`src/rtl/freq_pkg.sv`:
```
// Shared constants, FSM state type and BCD helper for the frequency synthesiser.
package freq_pkg;

    localparam int unsigned CLK_HZ = 100_000_000;
    localparam int unsigned DIGITS = 4;
    localparam int unsigned CNT_W  = 27;
    localparam int unsigned FREQ_W = 14;

    typedef enum logic [1:0] {
        IDLE,
        CONV,
        DIV,
        COMMIT
    } state_e;

    function automatic logic bcd_valid(input logic [3:0] digit);
        return digit <= 4'd9;
    endfunction

endpackage

```
`src/rtl/seq_divider.sv`:
```
// Restoring divider, one quotient bit per cycle; DVD_W steps after a start pulse.
module seq_divider #(
    parameter int unsigned DVD_W = 27,
    parameter int unsigned DVS_W = 14
) (
    input  logic             clk,
    input  logic             rst_n,
    input  logic             start,
    input  logic [DVD_W-1:0] dividend,
    input  logic [DVS_W-1:0] divisor,
    output logic             done,
    output logic [DVD_W-1:0] quotient
);

    localparam int unsigned STEP_W = $clog2(DVD_W + 1);

    logic [DVD_W-1:0]  quo_q, quo_d;
    logic [DVS_W-1:0]  rem_q, rem_d;
    logic [STEP_W-1:0] step_q, step_d;
    logic              run_q, run_d;
    logic [DVS_W:0]    rem_sh;
    logic [DVS_W:0]    diff;
    logic              fits;

    // done marks the final step: the quotient is complete from the next cycle on.
    // divisor is read live every step, so it must stay stable while running.
    always_comb begin
        quo_d  = quo_q;
        rem_d  = rem_q;
        step_d = step_q;
        run_d  = run_q;
        rem_sh = {rem_q, quo_q[DVD_W-1]};
        fits   = rem_sh >= {1'b0, divisor};
        diff   = rem_sh - {1'b0, divisor};
        done   = run_q && (step_q == STEP_W'(DVD_W - 1));

        if (start) begin
            quo_d  = dividend;
            rem_d  = '0;
            step_d = '0;
            run_d  = 1'b1;
        end else if (run_q) begin
            quo_d  = {quo_q[DVD_W-2:0], fits};
            rem_d  = fits ? diff[DVS_W-1:0] : rem_sh[DVS_W-1:0];
            step_d = step_q + STEP_W'(1);
            if (done) begin
                run_d = 1'b0;
            end
        end
    end

    always_ff @(posedge clk or negedge rst_n) begin
        if (!rst_n) begin
            quo_q  <= '0;
            rem_q  <= '0;
            step_q <= '0;
            run_q  <= 1'b0;
        end else begin
            quo_q  <= quo_d;
            rem_q  <= rem_d;
            step_q <= step_d;
            run_q  <= run_d;
        end
    end

    assign quotient = quo_q;

endmodule

```
`src/rtl/freq_synth_gen.sv`:
```
// Programmable square-wave generator: BCD Hz in, half-period by sequential division,
// new settings applied only on a sigout toggle boundary.
module freq_synth_gen #(
    parameter int unsigned CLK_HZ = freq_pkg::CLK_HZ,
    parameter int unsigned DIGITS = freq_pkg::DIGITS,
    parameter int unsigned CNT_W  = freq_pkg::CNT_W
) (
    input  logic                sysclk,
    input  logic                rst_n,
    input  logic [4*DIGITS-1:0] bcd_in,
    input  logic                load,
    output logic                busy,
    output logic                err,
    output logic [13:0]         freq_bin,
    output logic                sigout
);

    import freq_pkg::*;

    localparam int unsigned      IDX_W         = (DIGITS > 1) ? $clog2(DIGITS) : 1;
    localparam logic [CNT_W-1:0] HALF_DIVIDEND = CNT_W'(CLK_HZ / 2);

    state_e              state_q, state_d;
    logic [4*DIGITS-1:0] bcd_q, bcd_d;
    logic [FREQ_W-1:0]   acc_q, acc_d;
    logic [IDX_W-1:0]    dig_q, dig_d;
    logic                err_q, err_d;
    logic [CNT_W-1:0]    pend_half_q, pend_half_d;
    logic [FREQ_W-1:0]   pend_freq_q, pend_freq_d;
    logic                pend_valid_q, pend_valid_d;
    logic [CNT_W-1:0]    half_q, half_d;
    logic [CNT_W-1:0]    cnt_q, cnt_d;
    logic                sig_q, sig_d;
    logic [FREQ_W-1:0]   freq_q, freq_d;

    logic [3:0]          digit;
    logic                all_valid;
    logic                div_start;
    logic                div_done;
    logic [CNT_W-1:0]    quotient;

    always_comb begin
        digit     = '0;
        all_valid = 1'b1;
        for (int unsigned i = 0; i < DIGITS; i++) begin
            if (IDX_W'(i) == dig_q) begin
                digit = bcd_q[i*4 +: 4];
            end
            if (!bcd_valid(bcd_in[i*4 +: 4])) begin
                all_valid = 1'b0;
            end
        end
    end

    // The divider is armed on the last CONV edge; acc is final from the next cycle.
    assign div_start = (state_q == CONV) && (dig_q == '0);

    seq_divider #(
        .DVD_W(CNT_W),
        .DVS_W(FREQ_W)
    ) u_div (
        .clk     (sysclk),
        .rst_n   (rst_n),
        .start   (div_start),
        .dividend(HALF_DIVIDEND),
        .divisor (acc_q),
        .done    (div_done),
        .quotient(quotient)
    );

    always_comb begin
        state_d      = state_q;
        bcd_d        = bcd_q;
        acc_d        = acc_q;
        dig_d        = dig_q;
        err_d        = err_q;
        pend_half_d  = pend_half_q;
        pend_freq_d  = pend_freq_q;
        pend_valid_d = pend_valid_q;
        half_d       = half_q;
        cnt_d        = cnt_q;
        sig_d        = sig_q;
        freq_d       = freq_q;

        // Generator first: a COMMIT in the same cycle must win over the consume below.
        if (half_q == '0) begin
            cnt_d = '0;
            sig_d = 1'b0;
            if (pend_valid_q) begin
                half_d       = pend_half_q;
                freq_d       = pend_freq_q;
                pend_valid_d = 1'b0;
            end
        end else if (cnt_q == half_q - CNT_W'(1)) begin
            cnt_d = '0;
            sig_d = ~sig_q;
            if (pend_valid_q) begin
                half_d       = pend_half_q;
                freq_d       = pend_freq_q;
                pend_valid_d = 1'b0;
                if (pend_half_q == '0) begin
                    sig_d = 1'b0;
                end
            end
        end else begin
            cnt_d = cnt_q + CNT_W'(1);
        end

        unique case (state_q)
            IDLE: begin
                if (load) begin
                    if (!all_valid) begin
                        err_d = 1'b1;
                    end else begin
                        bcd_d   = bcd_in;
                        err_d   = 1'b0;
                        acc_d   = '0;
                        dig_d   = IDX_W'(DIGITS - 1);
                        state_d = CONV;
                    end
                end
            end
            CONV: begin
                acc_d = acc_q * FREQ_W'(10) + FREQ_W'(digit);
                if (dig_q == '0) begin
                    state_d = DIV;
                end else begin
                    dig_d = dig_q - IDX_W'(1);
                end
            end
            DIV: begin
                if (div_done) begin
                    state_d = COMMIT;
                end
            end
            COMMIT: begin
                pend_half_d  = (acc_q == '0) ? '0 : quotient;
                pend_freq_d  = acc_q;
                pend_valid_d = 1'b1;
                state_d      = IDLE;
            end
            default: state_d = IDLE;
        endcase
    end

    always_ff @(posedge sysclk or negedge rst_n) begin
        if (!rst_n) begin
            state_q      <= IDLE;
            bcd_q        <= '0;
            acc_q        <= '0;
            dig_q        <= '0;
            err_q        <= 1'b0;
            pend_half_q  <= '0;
            pend_freq_q  <= '0;
            pend_valid_q <= 1'b0;
            half_q       <= '0;
            cnt_q        <= '0;
            sig_q        <= 1'b0;
            freq_q       <= '0;
        end else begin
            state_q      <= state_d;
            bcd_q        <= bcd_d;
            acc_q        <= acc_d;
            dig_q        <= dig_d;
            err_q        <= err_d;
            pend_half_q  <= pend_half_d;
            pend_freq_q  <= pend_freq_d;
            pend_valid_q <= pend_valid_d;
            half_q       <= half_d;
            cnt_q        <= cnt_d;
            sig_q        <= sig_d;
            freq_q       <= freq_d;
        end
    end

    assign busy     = (state_q != IDLE);
    assign err      = err_q;
    assign freq_bin = freq_q;
    assign sigout   = sig_q;

endmodule

```
`config.mk`:
```
export PLATFORM = sky130hd
export DESIGN_NAME = freq_synth_gen
export DESIGN_NICKNAME = d
export VERILOG_FILES = /design/src/rtl/freq_pkg.sv /design/src/rtl/seq_divider.sv /design/src/rtl/freq_synth_gen.sv
export SDC_FILE = /design/constraint.sdc
export NUM_CORES = 1
export LEC_CHECK = 0
export ABC_AREA = 1
export BUFFER_PORTS_ARGS = -buffer_cell sky130_fd_sc_hd__buf_2
export CAP_MARGIN = 15
export CORE_MARGIN = 2
export CORE_UTILIZATION = 55
export CTS_CLUSTER_DIAMETER = 150
export DETAILED_ROUTE_END_ITERATION = 10
export GPL_ROUTABILITY_DRIVEN = 0
export PLACE_DENSITY = 0.86
export SLEW_MARGIN = 30
export SYNTH_ARGS = -nofsm -noshare
export SYNTH_HDL_FRONTEND = slang
export SYNTH_SLANG_ARGS = --single-unit
```
`constraint.sdc`:
```
create_clock -name sysclk -period 2.95 [get_ports sysclk]
set_clock_uncertainty 0.2 [all_clocks]
set_input_delay 0.59 -clock sysclk [delete_from_list [all_inputs] [get_ports sysclk]]
set_output_delay 0.59 -clock sysclk [all_outputs]
set_load 0.03 [all_outputs]
```
* Yosys cells after proc, flatten, opt, wreduce, memory -nomap -nowiden
Cells that the tools add are included.
** Operators by class
- $mul :: 1
- Order comparisons :: 5
- Bitwise gates (word level) :: 1
- $add $sub $neg :: 6
- Equality and inequality tests :: 13
- Reduce and logical (&&, ||, !) cells :: 17
- Mux-type cells :: 47
** Operators by type and width (count)
- 27-bit 2-to-1 mux :: 8
- 14-bit 2-to-1 mux :: 8
- 27-bit logical NOT :: 2
- 14-bit case mux with 2 select lines :: 1
- 27-bit by 1-bit adder with 27-bit output (second input constant) :: 1
- 27-bit == test :: 1
- 27-bit by 1-bit subtractor with 27-bit output (second input constant) :: 1
- 4-bit <= comparator (second input constant) :: 4
- 4-bit 2-to-1 mux :: 4
- 15-bit by 14-bit >= comparator with 1-bit output :: 1
- 1-bit 2-to-1 mux :: 15
- 14-bit by 4-bit adder with 14-bit output :: 1
- 14-bit logical NOT :: 1
- 14-bit by 3-bit multiplier with 13-bit output (second input constant) :: 1
- 2-bit 2-to-1 mux :: 7
- 14-bit subtractor :: 1
- 5-bit 2-to-1 mux :: 2
- 2-bit inequality test (second input constant) :: 5
- 2-bit case mux with 4 select lines :: 1
- 4-bit AND reduction :: 2
- 2-bit nonzero test :: 4
- 3-bit AND reduction :: 2
- 5-bit by 1-bit adder with 5-bit output (second input constant) :: 1
- 5-bit == test (second input constant) :: 1
- other kinds (11) :: 15
** Storage, ports and cells
- Output and inout bits :: 17
- Input bits :: 19
- Flip-flop bits (word level) :: 193

* Longest topological paths before layout
Gate-level depths: netlist of the first run.
- Depth in word-level cells :: 8
- Depth in mapped cells :: 20
- Depth with buffers taken out :: 20

* Cells and area by module
Synthesis of the first run repeated with hierarchy kept, for this count alone.
** Second synthesis, totals
- Cells, all modules :: 1584
- Area, all modules :: 11678.7 um2
** Modules (own cells, without submodules)
- freq_synth_gen :: seq. area each 3653.5 um2, cells each 1155, instances 1, area each 8573.2 um2
- seq_divider :: seq. area each 1176.1 um2, cells each 429, instances 1, area each 3105.5 um2

* Worst setup path after synthesis of the first run
OpenSTA, ideal clock, no wires.
- Path kind :: register to register
- Start :: register dig_q[0]
- End :: register acc_q[13]
- Arrival time :: 2.713 ns
- Cell stages (with the launch flop) :: 21
- Path buffers :: 0
- Required time :: 2.667 ns
- Slack :: -0.046 ns
- Library setup time :: 0.083 ns
- Period minus slack after synthesis :: 2.996 ns
- Cells stage by stage :: dfrtp_1 > inv_1 > ha_1 > inv_1 > nor2_1 > a22oi_1 > nand2_1 > o21ai_0 > a21oi_1 > ha_1 > fa_1 > nand2_1 > a21boi_0 > nand2_1 > nor2_1 > nand2_1 > nor2_1 > nand4_1 > o21bai_1 > nand2_1 > o21ai_0
** On the way
- Cells in the longest elaborated chain, start to end :: 7
** Ends and longest elaborated chain
- from (decl) :: line freq_synth_gen.sv:26 : logic [IDX_W-1:0] dig_q, dig_d;
- from (signal assigned) :: line freq_synth_gen.sv:164 : dig_q <= dig_d;
- 2-bit logical NOT :: line freq_synth_gen.sv:46 : if (IDX_W'(i) == dig_q) begin
- 4-bit 2-to-1 mux (3 in a row) :: line freq_synth_gen.sv:46
- 4-bit 2-to-1 mux (*) :: line freq_synth_gen.sv:46
- 14-bit by 4-bit adder with 14-bit output (*) :: line freq_synth_gen.sv:124 : acc_d = acc_q * FREQ_W'(10) + FREQ_W'(digit);
- 14-bit case mux with 2 select lines (*) :: line freq_synth_gen.sv:109 : unique case (state_q)
- to (signal assigned) :: line freq_synth_gen.sv:150 : acc_q <= '0;
- to (signal assigned) :: line freq_synth_gen.sv:163 : acc_q <= acc_d;
- to (decl) :: line freq_synth_gen.sv:25 : logic [FREQ_W-1:0] acc_q, acc_d;
Mark *: on every way between the ends. The rest lies on a longest branch, timed or not.
A chain may end at the register's enable or synchronous reset.

* Final worst setup path of the first run
Same ends and word-level chain as after synthesis.

==> results.md, run 1 <==
- Counting stages on the worst path, the most repeated cell is nand2_1.
- The portion of the clock cycle consumed by the worst path in the final layout is 105%.
- The via total after detailed routing is 9947.
- The worst hold path terminates at bcd_q[0].
- When the netlist entered floorplanning its net count stood at 1502.
- The tree built by TritonCTS fans out to 193 sinks.
- Summed over all layers, the routed wires come to 26.6 mm.
- The flow ran to the end, but the final reports show violations.
- The total power after layout is 15.5 mW.
- The cell area that synthesis handed to floorplanning was 11100 um^2.
- The worst slew slack as a fraction of its limit is 56.8%.
- Data on the critical path is required at its endpoint by a little over 3000 ps.
- Counting both buffers and inverters, the worst setup path holds a total of 2.
- The type of the setup path with the least slack is reg2reg.
- After synthesis, flip-flops and latches occupy a little over two fifths of the total area.
- The reg-to-reg critical path startpoint is dig_q[0].
- Counting cells, the worst reg-to-reg path comes to 20.
- Leaving out fill and tap cells, the most frequent cell in the layout is nand2_1.
- The worst reg-to-reg setup slack is -160 ps.
- The total number of H-tree levels is 4.
- STA classifies the critical path endpoint as a register.
- The area growth from synthesis to layout is 13.5%.
- The signal on the critical path passes through inv_2 > ha_4 > inv_2 > nor2_4 > a22oi_2 > nand2_1 > o21ai_1 > a21oi_1 > ha_2 > fa_2 > nand2_2 > a21boi_2 > nand2_1 > nor2_2 > nand2_1 > nor2_2 > nand4_1 > o21bai_1 > nand2_1 > o21ai_1.
- The total track usage is 25.1%.
- The simple-gate area share of the yosys netlist is 28.4%.
- The fraction of final layout cells sized beyond drive strength 1 is 11.8%.
- The synthesized design contains 0 enable-type register cells.
- The critical path launch point type is a register.
- The instance count of the mapped netlist is between 1000 and 1500.
- The final-report hold violation count came to 0.
- Hold is met by 142 ps.
- The synthesized flop and latch total is 193.
- At the pin with the least slew margin, the transition time is 642 ps.
- At the later pin of the worst-skew pair, clock insertion delay measures 450 ps.
- The die outline area is 21300 um^2.
- The endpoint identified for the worst register-to-register timing path is acc_q[13].
- The flip-flop cell with the highest count after synthesis is dfrtp_1.
- By area, the combinational part of the netlist is dominated by simple AND/OR/NAND/NOR gates.
- The slowest stage of the critical path belongs to the cell dfrtp_1.
- The die is 146 um tall.
- The clock transition at the registers of the reported paths is 80 ps.
- The library cell used as clock root buffer is clkbuf_16.
- The count of yosys warnings during synthesis is 0.
- Entering global routing, the biggest net connects 67 pins.
- Setup violations remaining at the end of the flow were counted as 4.
- The clock period minus worst slack is 3110 ps.
- Along the worst path, the maximum fanout reaches 3.
- The number of optimization iterations in the first detailed-route pass is 5.
- The global route total overflow is 0.
- The start point of the worst hold path is bcd_in[0].
- Across the run, the number of max-cap violations was 0.
- In this design, the stage delay of the slowest critical-path cell is 440 ps.
- The count of different cell masters after synthesis is 43.
- The number of max-slew violations in the final report is 0.
- For this configuration, the core starts out at a cell density of between 50% and 60%.
- The synthesized netlist devotes 5.41% of its cell area to XOR and XNOR gates.
- The number of antenna diodes in the final layout is 0.
- The first global-routing pass estimated about 44 mm of wire.
- The initial antenna violation count is 0.
- The final reports fail on negative setup slack.
- Counting along the longest clock path gives a buffer depth of 2.
- Setup repair after global routing could not meet its margin everywhere.
- The number of nets in the final layout is ~1600.
- The tightest min-delay check is of the in2reg type.
- After Yosys synthesis, full adders, half adders and majority gates account for 6.06% of the synthesized area.
- The final worst-path setup slack is -161 ps.
- The post-DP HPWL is 18.9 mm.
- In this run the static leakage power is 6.48 nW.
- The floorplan step defined a core boundary enclosing 19700 um^2.
- The fraction of registers with async set/reset is 100%.
- STA puts the critical path data arrival time at 3270 ps.
- On the critical path the largest part of the delay comes from simple AND/OR/NAND/NOR gates.
- A synthesized cell averages between 7 and 8 um^2.
- The TritonCTS clock tree is yes.
- The highest clock frequency the design can meet is 321 MHz.
- For this design the top-level I/O count stands at 36.
- The synthesized-area fraction occupied by ao, oa, aoi and oai cells is about a tenth.
- The number of DRC markers after the initial detailed-route iteration is 995.
- The top cell types in the final layout, fill and taps aside, are nand2_1, dfrtp_1, inv_1.
- In the synthesized netlist, mux cells make up 0% of the area.
- Counting instances, the worst hold path has a depth of 3.
- The die width is 146 um.
- The number of core rows is 51.
- After detailed routing, the number of vias per cell comes to between 5 and 6.
- The power density over the cells is 1230 nW/um^2.
- The number of design rule violations left after detail routing is 0.
- The via count of the first global-routing pass is 9577.
- VDD sags by at most 0.600 mV.
- The post-detailed-route wirelength per cell is between 15 and 20 um.
- The final antenna-violating net count is 0.
- Port buffering added 35 buffers.
- Clock tree synthesis inserted a total of 17 buffers.
[stage by stage]
step / std cells / utilization, % / setup slack, ps / setup TNS, ps / cell area [um^2]
2_1_floorplan: 1431 / - / 43.1 / 0 / 11100
3_3_place_gp: 1726 / 59.9 / 3.22 / 0 / 11800
3_5_place_dp: 1726 / 59.9 / -175 / -377 / 11800
4_1_cts: 1759 / 62.9 / -61.0 / -61.0 / 12400
5_1_grt: 1770 / 64.1 / -372 / -2080 / 12600
6_report: 1770 / 64.1 / -161 / -315 / 12600
[flip-flops by register name, indices dropped and copies added (netlist names), 14 cells and up]
signal,count
u_div.rem_q,14
acc_q,14
bcd_q,16
u_div.quotient,27
freq_bin,14
pend_half_q,27
half_q,27
pend_freq_q,14
cnt_q,27
[worst register-to-register path: stages (launching register included)]
cell,delay (ps)
dfrtp_1,440
inv_2,100
ha_4,130
inv_2,40
nor2_4,130
a22oi_2,70
nand2_1,60
o21ai_1,50
a21oi_1,150
ha_2,230
fa_2,230
nand2_2,60
a21boi_2,160
nand2_1,100
nor2_2,140
nand2_1,80
nor2_2,140
nand4_1,140
o21bai_1,170
nand2_1,60
o21ai_1,160
[kinds of logic after synthesis]
kind of cell / Yosys count
flops: 193
compound gates: 183
xor+xnor: 67
fa+ha+maj: 52
buf+inv: 206
simple gates: 730
[timing repair]
action | CTS | global route
hold buffers | 1 | 0
cloned | 0 | 1
pin swaps | 0 | 16
endpoints found under the setup margin | 6 | 80
setup buffers | 0 | 10
hold endpoints to repair | 63 | 0
gates resized for setup | 5 | 50
[synth_stat cells, drive strengths merged (16+ instances only)]
| cell | count | area (um^2) |
|---|---|---|
| xor2 | 45 | 394 |
| buf | 16 | 95.1 |
| ha | 49 | 613 |
| nand3 | 121 | 656 |
| o21ai | 93 | 465 |
| nor2 | 152 | 619 |
| xnor2 | 21 | 184 |
| nand4 | 28 | 175 |
| inv | 161 | 604 |
| nand2 | 388 | 1470 |
| nor3 | 20 | 100 |
| o22ai | 18 | 113 |
| dfrtp | 193 | 4830 |
| a21oi | 39 | 195 |
| clkbuf | 28 | 105 |
[report_power, final]
part           internal (mW)  switching, mW  total, mW
clock network           1.15           1.12       2.28
logic                   3.16           5.52       8.68
registers               3.66          0.901       4.56
[worst max-delay path by stage]
stage          depth (start not counted)      from  slack (ps)   endpoint
6_report                              20  dig_q[0]        -160  acc_q[13]
5_1_grt                               20  dig_q[0]        -370  acc_q[13]
4_1_cts                               20  dig_q[0]         -60  acc_q[13]
3_5_place_dp                          20  dig_q[0]        -180  acc_q[13]
3_3_place_gp                          20  dig_q[0]           3  acc_q[13]
2_1_floorplan                         20  dig_q[0]          40  acc_q[13]
[area by class of cell]
type / instances / area [um^2]
fill: 1567 / 7050
multi-input combinational: 1033 / 5610
sequential: 193 / 4830
timing repair buffer: 85 / 639
inverter: 162 / 612
clock buffer: 19 / 443
tap: 265 / 332
clock inverter: 13 / 131
[metal layers]
metal	GRT usage (%)	up-vias	part of all wire, %	routed length, um
li1	-	4773	-	-
met3	4.16	69	7.0	1860
met2	41.7	415	48	12700
met4	8.16	0	2.2	590
met5	0	-	0	0
met1	33.7	4690	43	11400
Power figures use the tool's default switching activity.
==> run 2, diff against run 1 <==
Settings changed: BUFFER_PORTS_ARGS -buffer_cell sky130_fd_sc_hd__buf_2 to -buffer_cell sky130_fd_sc_hd__clkbuf_2, CAP_MARGIN 15 to 30, MAX_ROUTING_LAYER set to met4.
==> run 2 against run 1 <==
  * The flow still finishes with violations (negative setup slack)
  * Total power rose by 0.11%
  * Worst setup slack improved by 43 ps
  * Register-to-register slack improved by 40 ps
  * First-iteration DRC count fell by 5.9%
  * Clock power rose by 4%
  * Critical endpoint unchanged
==> results.md, run 2 (synthesis gave the netlist of run 1 again) <==
- The flow ran to the end, but the final reports show violations.
- The checks that failed: negative setup slack.
- STA puts the critical path data arrival time at around 3200 ps.
- The initial utilization of the core area, before any placement, comes to 56.5%.
- Entering global routing, the biggest net connects 72 pins.
- Headroom to the max-slew limit came out at 59.7%.
- The H-tree was split into 4 levels.
- The placeable core region is 19700 um^2.
- The library cell used as clock root buffer is clkbuf_16.
- The number of core rows is 51.
- Global routing used 26.5% of the available tracks across all layers.
- Using the TritonRoute via totals, the vias-per-cell ratio works out to 5.57.
- The number of DRC markers after the initial detailed-route iteration is 936.
- The number of max-slew violations in the final report came to 0.
- TritonCTS built the clock tree.
- The area growth from synthesis to layout is 13.5%.
- Detailed placement finished with a half-perimeter wire length of approximately 19 mm.
- The worst path uses 104% of the clock period.
- The fraction of final layout cells sized beyond drive strength 1 is 11.9%.
- Clock-pin slew was measured on the worst setup and hold paths at 90 ps.
- The setup TNS is -235 ps.
- In this run the static leakage power is 6.47 nW.
- The initial antenna violation count came to 0.
- The total power after layout is 15.5 mW.
- The number of clock buffers added by TritonCTS is 17.
- The power density over the cells is 1230 nW/um^2.
- Setup repair after global routing could not meet its margin everywhere.
- The tree built by TritonCTS fans out to about 190 sinks.
- In this run the horizontal extent of the chip is 146 um.
- The clock latency at the later pin of the worst-skew pair is ~450 ps.
- The via count of the first global-routing pass is 9648.
- Counting along the longest clock path gives a buffer depth of 2.
- The die outline area is 21300 um^2.
- For this run the aggregate overflow at the end of global routing stands at 0.
- The highest clock frequency the design can meet is 326 MHz.
- The worst reg-to-reg setup slack is -120 ps.
- The post-detailed-route wirelength per cell is ~15 um.
- The final setup violation count is 4.
- The critical path launch point type is a register.
- The number of antenna diodes in the final layout is 0.
- The count of buffers inserted at the top-level ports is 35.
- The number of top-level pins is 36.
- Detailed routing inserted a total of about 9800 vias.
- The number of nets in the final layout is 1559.
- At the pin with the least slew margin, the transition time is 599 ps.
- Subtracting the final worst setup slack from the clock period gives 3070 ps.
- After detailed routing, the number of remaining DRC violations is 0.
- Along the worst path, the maximum fanout reaches 3.
- Data on the critical path is required at its endpoint by 3130 ps.
- The most common cell after layout, fill and taps aside is nand2_1.
- The final antenna-violating net count is 0.
- After detailed routing, the total wire length is between 20 and 30 mm.
- The worst setup path is captured at a register.
- Max-cap violations in this run came to 0.
- The first global-routing pass estimated 45.5 mm of wire.
- After layout, the worst setup slack is -117 ps.
- The first TritonRoute pass finished after 5 iterations.
- In the layout the commonest cells are nand2_1, dfrtp_1, inv_1.
- The type of the setup path with the least slack is reg2reg.
- The worst hold path belongs to the class in2reg.
- The floorplan step set the die height to approximately 150 um.
- The maximum ir drop on the vdd rail is about 0.56 mV.
- The final-report hold violation count is 0.
run 2: critical path: stages (launching register included):
cell and delay, ps:
dfrtp_1 420, inv_2 90, ha_4 140, inv_2 40
nor2_4 130, a22oi_2 70, nand2_1 60, o21ai_1 50
a21oi_1 160, ha_2 220, fa_2 220, nand2_2 60
a21boi_2 180, nand2_2 80, nor2_2 120, nand2_1 70
nor2_2 140, nand4_1 130, o21bai_1 190, nand2_1 70
o21ai_1 120
run 2: final cells by class:
| cell class | instances | area, um^2 |
|---|---|---|
| clock buffers | 17 | 425 |
| clock inverters | 15 | 190 |
| fillers | 1576 | 7060 |
| inverters | 162 | 609 |
| multi-input cells | 1033 | 5600 |
| flip-flops and latches | 193 | 4830 |
| well taps | 265 | 332 |
| repair buffers | 81 | 609 |
run 2: routing by layer:
layer	vias to the layer above	wire, um	GRT usage, %
met1	4612	11500	34.0
met2	406	12800	42.8
li1	4770	-	-
met3	56	1950	5.78
met4	0	555	7.38
met5	-	0	-
run 2: per-stage QoR:
| step | instances | instance area (um^2) | utilization, % | hold WS [ps] | setup slack, ps |
|---|---|---|---|---|---|
| after floorplan | 1431 | 11100 | - | 94.4 | 43.1 |
| final | 1766 | 12600 | 64.1 | 142 | -117 |
| after detailed placement | 1727 | 11800 | 59.9 | 258 | -109 |
| after CTS | 1760 | 12400 | 63.2 | 137 | -24.5 |
| after global placement | 1727 | 11800 | 59.9 | 255 | -14.0 |
| after global routing | 1766 | 12600 | 64.1 | 134 | -277 |
run 2: worst paths after layout:
| check | startpoint | to | cells past startpoint |
|---|---|---|---|
| min in group asynchronous | rst_n | freq_bin[11] | 2 |
| hold / removal | bcd_in[2] | bcd_q[2] | 3 |
| hold reg to reg | freq_bin[4] | freq_bin[4] | 2 |
| setup / recovery | dig_q[0] | acc_q[13] | 20 |
| max in group asynchronous | rst_n | half_q[15] | 3 |
| setup reg to reg | dig_q[0] | acc_q[13] | 20 |
run 2: repair_timing:
action                                  in CTS  in global routing
hold buffers                                 1                  0
pin swaps                                    0                 12
endpoints found under the hold margin       67                  0
gates resized for setup                      7                 49
cloned                                       0                  1
buffers inserted                             0                  5
endpoints found under the setup margin       6                 82
run 2: power by group:
part / switching (mW) / total, mW / internal [mW]
registers: 0.930 / 4.59 / 3.66
clock network: 1.20 / 2.36 / 1.16
logic: 5.45 / 8.59 / 3.14
total: 7.58 / 15.5 / 7.96
==> run 3, diff against run 2 <==
Settings changed: CORE_MARGIN 2 to unset, TNS_END_PERCENT set to 1.
==> run 3 against run 2 <==
  * The run still ends with negative setup slack left
  * First-iteration DRC count fell by 9.5%
  * Sequential cell count did not move
  * Total power fell by 1.4%
  * Combinational power fell by 2%
  * Highest routed layer unchanged
  * Final cell count fell by 0.17%
  * Fmax rose by 2.2%
==> results.md, run 3 (synthesis gave the netlist of run 1 again) <==
- The filler cell count is 1572.
- The total track usage is 27.2%.
- The die width is 144 um.
- The worst setup path is captured at a register.
- The overall routed net length is between 20 and 30 mm.
- The analysis attributes to net switching a power of 7.32 mW.
- The initial antenna violation count came to 0.
- The footprint of the multi-input gates is 5550 um^2.
- The maximum ir drop on the vdd rail is 0.595 mV.
- The overall die height is around 140 um.
- During I/O placement, the number of pins put on the boundary was 36.
- The length in cells of the worst reg-to-reg path is 20.
- The required time of the critical path is 3110 ps.
- The fraction of final layout cells sized beyond drive strength 1 is 10.9%.
- TritonCTS built the clock tree.
- Static timing analysis puts the maximum clock frequency at 333 MHz.
- The worst hold path begins at bcd_in[8].
- The via total after detailed routing is 9760.
- The setup TNS is -52.0 ps.
- The clock period minus worst slack is roughly 3000 ps.
- Once detailed placement completed, the half-perimeter wirelength came to between 15 and 20 mm.
- In the final design database the tool counted 1556 nets.
- In this run, CTS created clock tree buffers numbering 17.
- The global route total overflow is 0.
- The internal power is 8.00 mW.
- The type of the tightest min-delay check is in2reg.
- The count of antenna diodes in the layout is 0.
- The terminating pin of the worst hold path is bcd_q[8].
- The final reports fail on negative setup slack.
- The number of max-slew violations in the final report is 0.
- The via count of the first global-routing pass was between 9000 and 10000.
- Relative to the synthesized area, the layout overhead comes to 12.6%.
- The worst slew slack as a fraction of its limit is 58.5%.
- The flow ran to the end, but the final reports show violations.
- The area taken by flip-flops and latches is 4830 um^2.
- The core region is 19700 um^2.
- Dividing total power by cell area gives a power density of 1230 nW/um^2.
- The first global-routing pass estimated 43.2 mm of wire.
- In the layout the commonest cells are nand2_1, dfrtp_1, inv_1.
- The tool flagged a number of max-cap violations equal to 0.
- The number of design rule violations left after detail routing is 0.
- The die covers 20800 um^2.
- In this run switching power makes up 47.8% of total power.
- Setup violations remaining at the end of the flow were counted as 1.
- Using the TritonRoute via totals, the vias-per-cell ratio works out to 5.54.
- The final-report hold violation count is 0.
- In the final routed layout, each cell accounts on average for 14.7 um.
- The largest driver fanout on the critical path is 3.
- The count of buffers inserted at the top-level ports is 35.
- The final worst-path setup slack is -52.0 ps.
- Combinational logic burns 55.0% of the power.
- The reg-to-reg critical path startpoint is dig_q[1].
- The number of optimization iterations in the first detailed-route pass is 8.
- The clock network burns 15.4% of the power.
- In the finished design, the share of the clock period the worst path needs comes to 102%.
- The H-tree generated during clock tree synthesis spans 4 levels.
- The clock transition at the registers of the reported paths is 80 ps.
- The final-layout worst hold slack is 163 ps.
- The setup check on the worst reg-to-reg path leaves a slack of -50 ps.
- The leakage dissipation is 6.43 nW.
- Clock tree synthesis found a total of just under 200 sinks.
- The worst setup path is launched from a register.
- The number of DRC markers after the initial detailed-route iteration is around 850.
- The tree is rooted in a clkbuf_16.
- The most common cell after layout, fill and taps aside is nand2_1.
- The final antenna-violating net count is 0.
- At the placement stage, the worst setup path has a slack of -80.0 ps.
- In this run the core area contains roughly 50 standard-cell rows.
- The arrival time of the worst setup path is 3170 ps.
- The starting utilization of the core area is a little under three fifths.
- The clock reaches the later pin of the worst-skew pair after ~440 ps.
- Entering global routing, the biggest net connects 68 pins.
- The most critical setup path has its startpoint at dig_q[1].
- The maximum root-to-sink buffer count is 2.
- The sequential share of power is just under 30%.
- The type of the setup path with the least slack is reg2reg.
- The cell depth of the worst hold path is 3.
- For the pin with the worst max-slew slack, the measured transition is just over 600 ps.
- Setup repair after global routing could not meet its margin everywhere.
- The worst reg2reg path endpoint is acc_q[13].
==> run 3: cell types whose count changed in the layout (fill, tap and decap cells not counted), moves of 2 or more <==
cell	change
clkinv_8	-7
nor2_1	+6
nor2_4	-4
nor2_2	-3
bufinv_16	+2
clkinvlp_4	+2
ha_2	-2
inv_6	+2
nand2_1	+2
==> run 3: worst max-delay path, cell delays in order, from the launching register on <==
cell and delay (ps):
dfrtp_1 410, inv_2 120, ha_4 150, inv_2 40, nor2_4 100, a22oi_2 60
nand2_1 60, o21ai_1 60, a21oi_1 160, ha_2 220, fa_2 220, nand2_2 70
a21boi_2 180, nand2_2 80, nor2_2 130, nand2_1 70, nor2_2 140, nand4_1 140
o21bai_1 170, nand2_1 60, o21ai_1 120
==> run 3: power groups by stage <==
stage / registers (mW) / clock network [mW] / logic (mW)
after floorplan: 4.46 / 0 / 5.93
after global placement: 4.50 / 0 / 7.69
after detailed placement: 4.55 / 0 / 8.01
after CTS: 4.50 / 2.38 / 8.19
after global routing: 4.65 / 2.50 / 9.45
final: 4.54 / 2.35 / 8.42
==> run 3: worst max path at each step <==
stage	end	slack (ps)
floorplan	acc_q[13]	40
global placement	acc_q[13]	-20
detailed placement	acc_q[13]	-80
CTS	acc_q[13]	-20
global route	acc_q[13]	-290
finish	acc_q[13]	-50
==> run 3: per-stage QoR <==
step | util, % | std cells | power [mW] | area, um^2
2_1_floorplan | - | 1431 | 10.4 | 11100
3_3_place_gp | 59.9 | 1728 | 12.2 | 11800
3_5_place_dp | 59.9 | 1728 | 12.6 | 11800
4_1_cts | 63.1 | 1762 | 15.1 | 12400
5_1_grt | 63.6 | 1763 | 16.6 | 12500
6_report | 63.6 | 1763 | 15.3 | 12500
==> run 3: per-layer routing <==
metal  up-vias  track usage [%]  wire length (um)
li1       4749                -                 -
met1      4618             34.8             11500
met2       323             43.9             12200
met3        70             4.40              1540
met4         0             9.13               633
met5         -                -                 0
==> run 3: final cells by class <==
cell class	instances	share of cell area [%]
sequential	193	38.7
tap	265	2.65
clock buffer	17	3.40
timing repair buffer	79	4.63
clock inverter	15	1.37
inverter	162	4.88
multi-input combinational	1032	44.4
==> run 3: repair_timing <==
| item | in CTS | in global routing |
|---|---|---|
| hold endpoints to repair | 64 | 0 |
| gates resized for setup | 6 | 30 |
| hold buffers | 1 | 0 |
| pin swaps | 2 | 12 |
| buffers inserted | 1 | 1 |
| endpoints found under the setup margin | 11 | 64 |
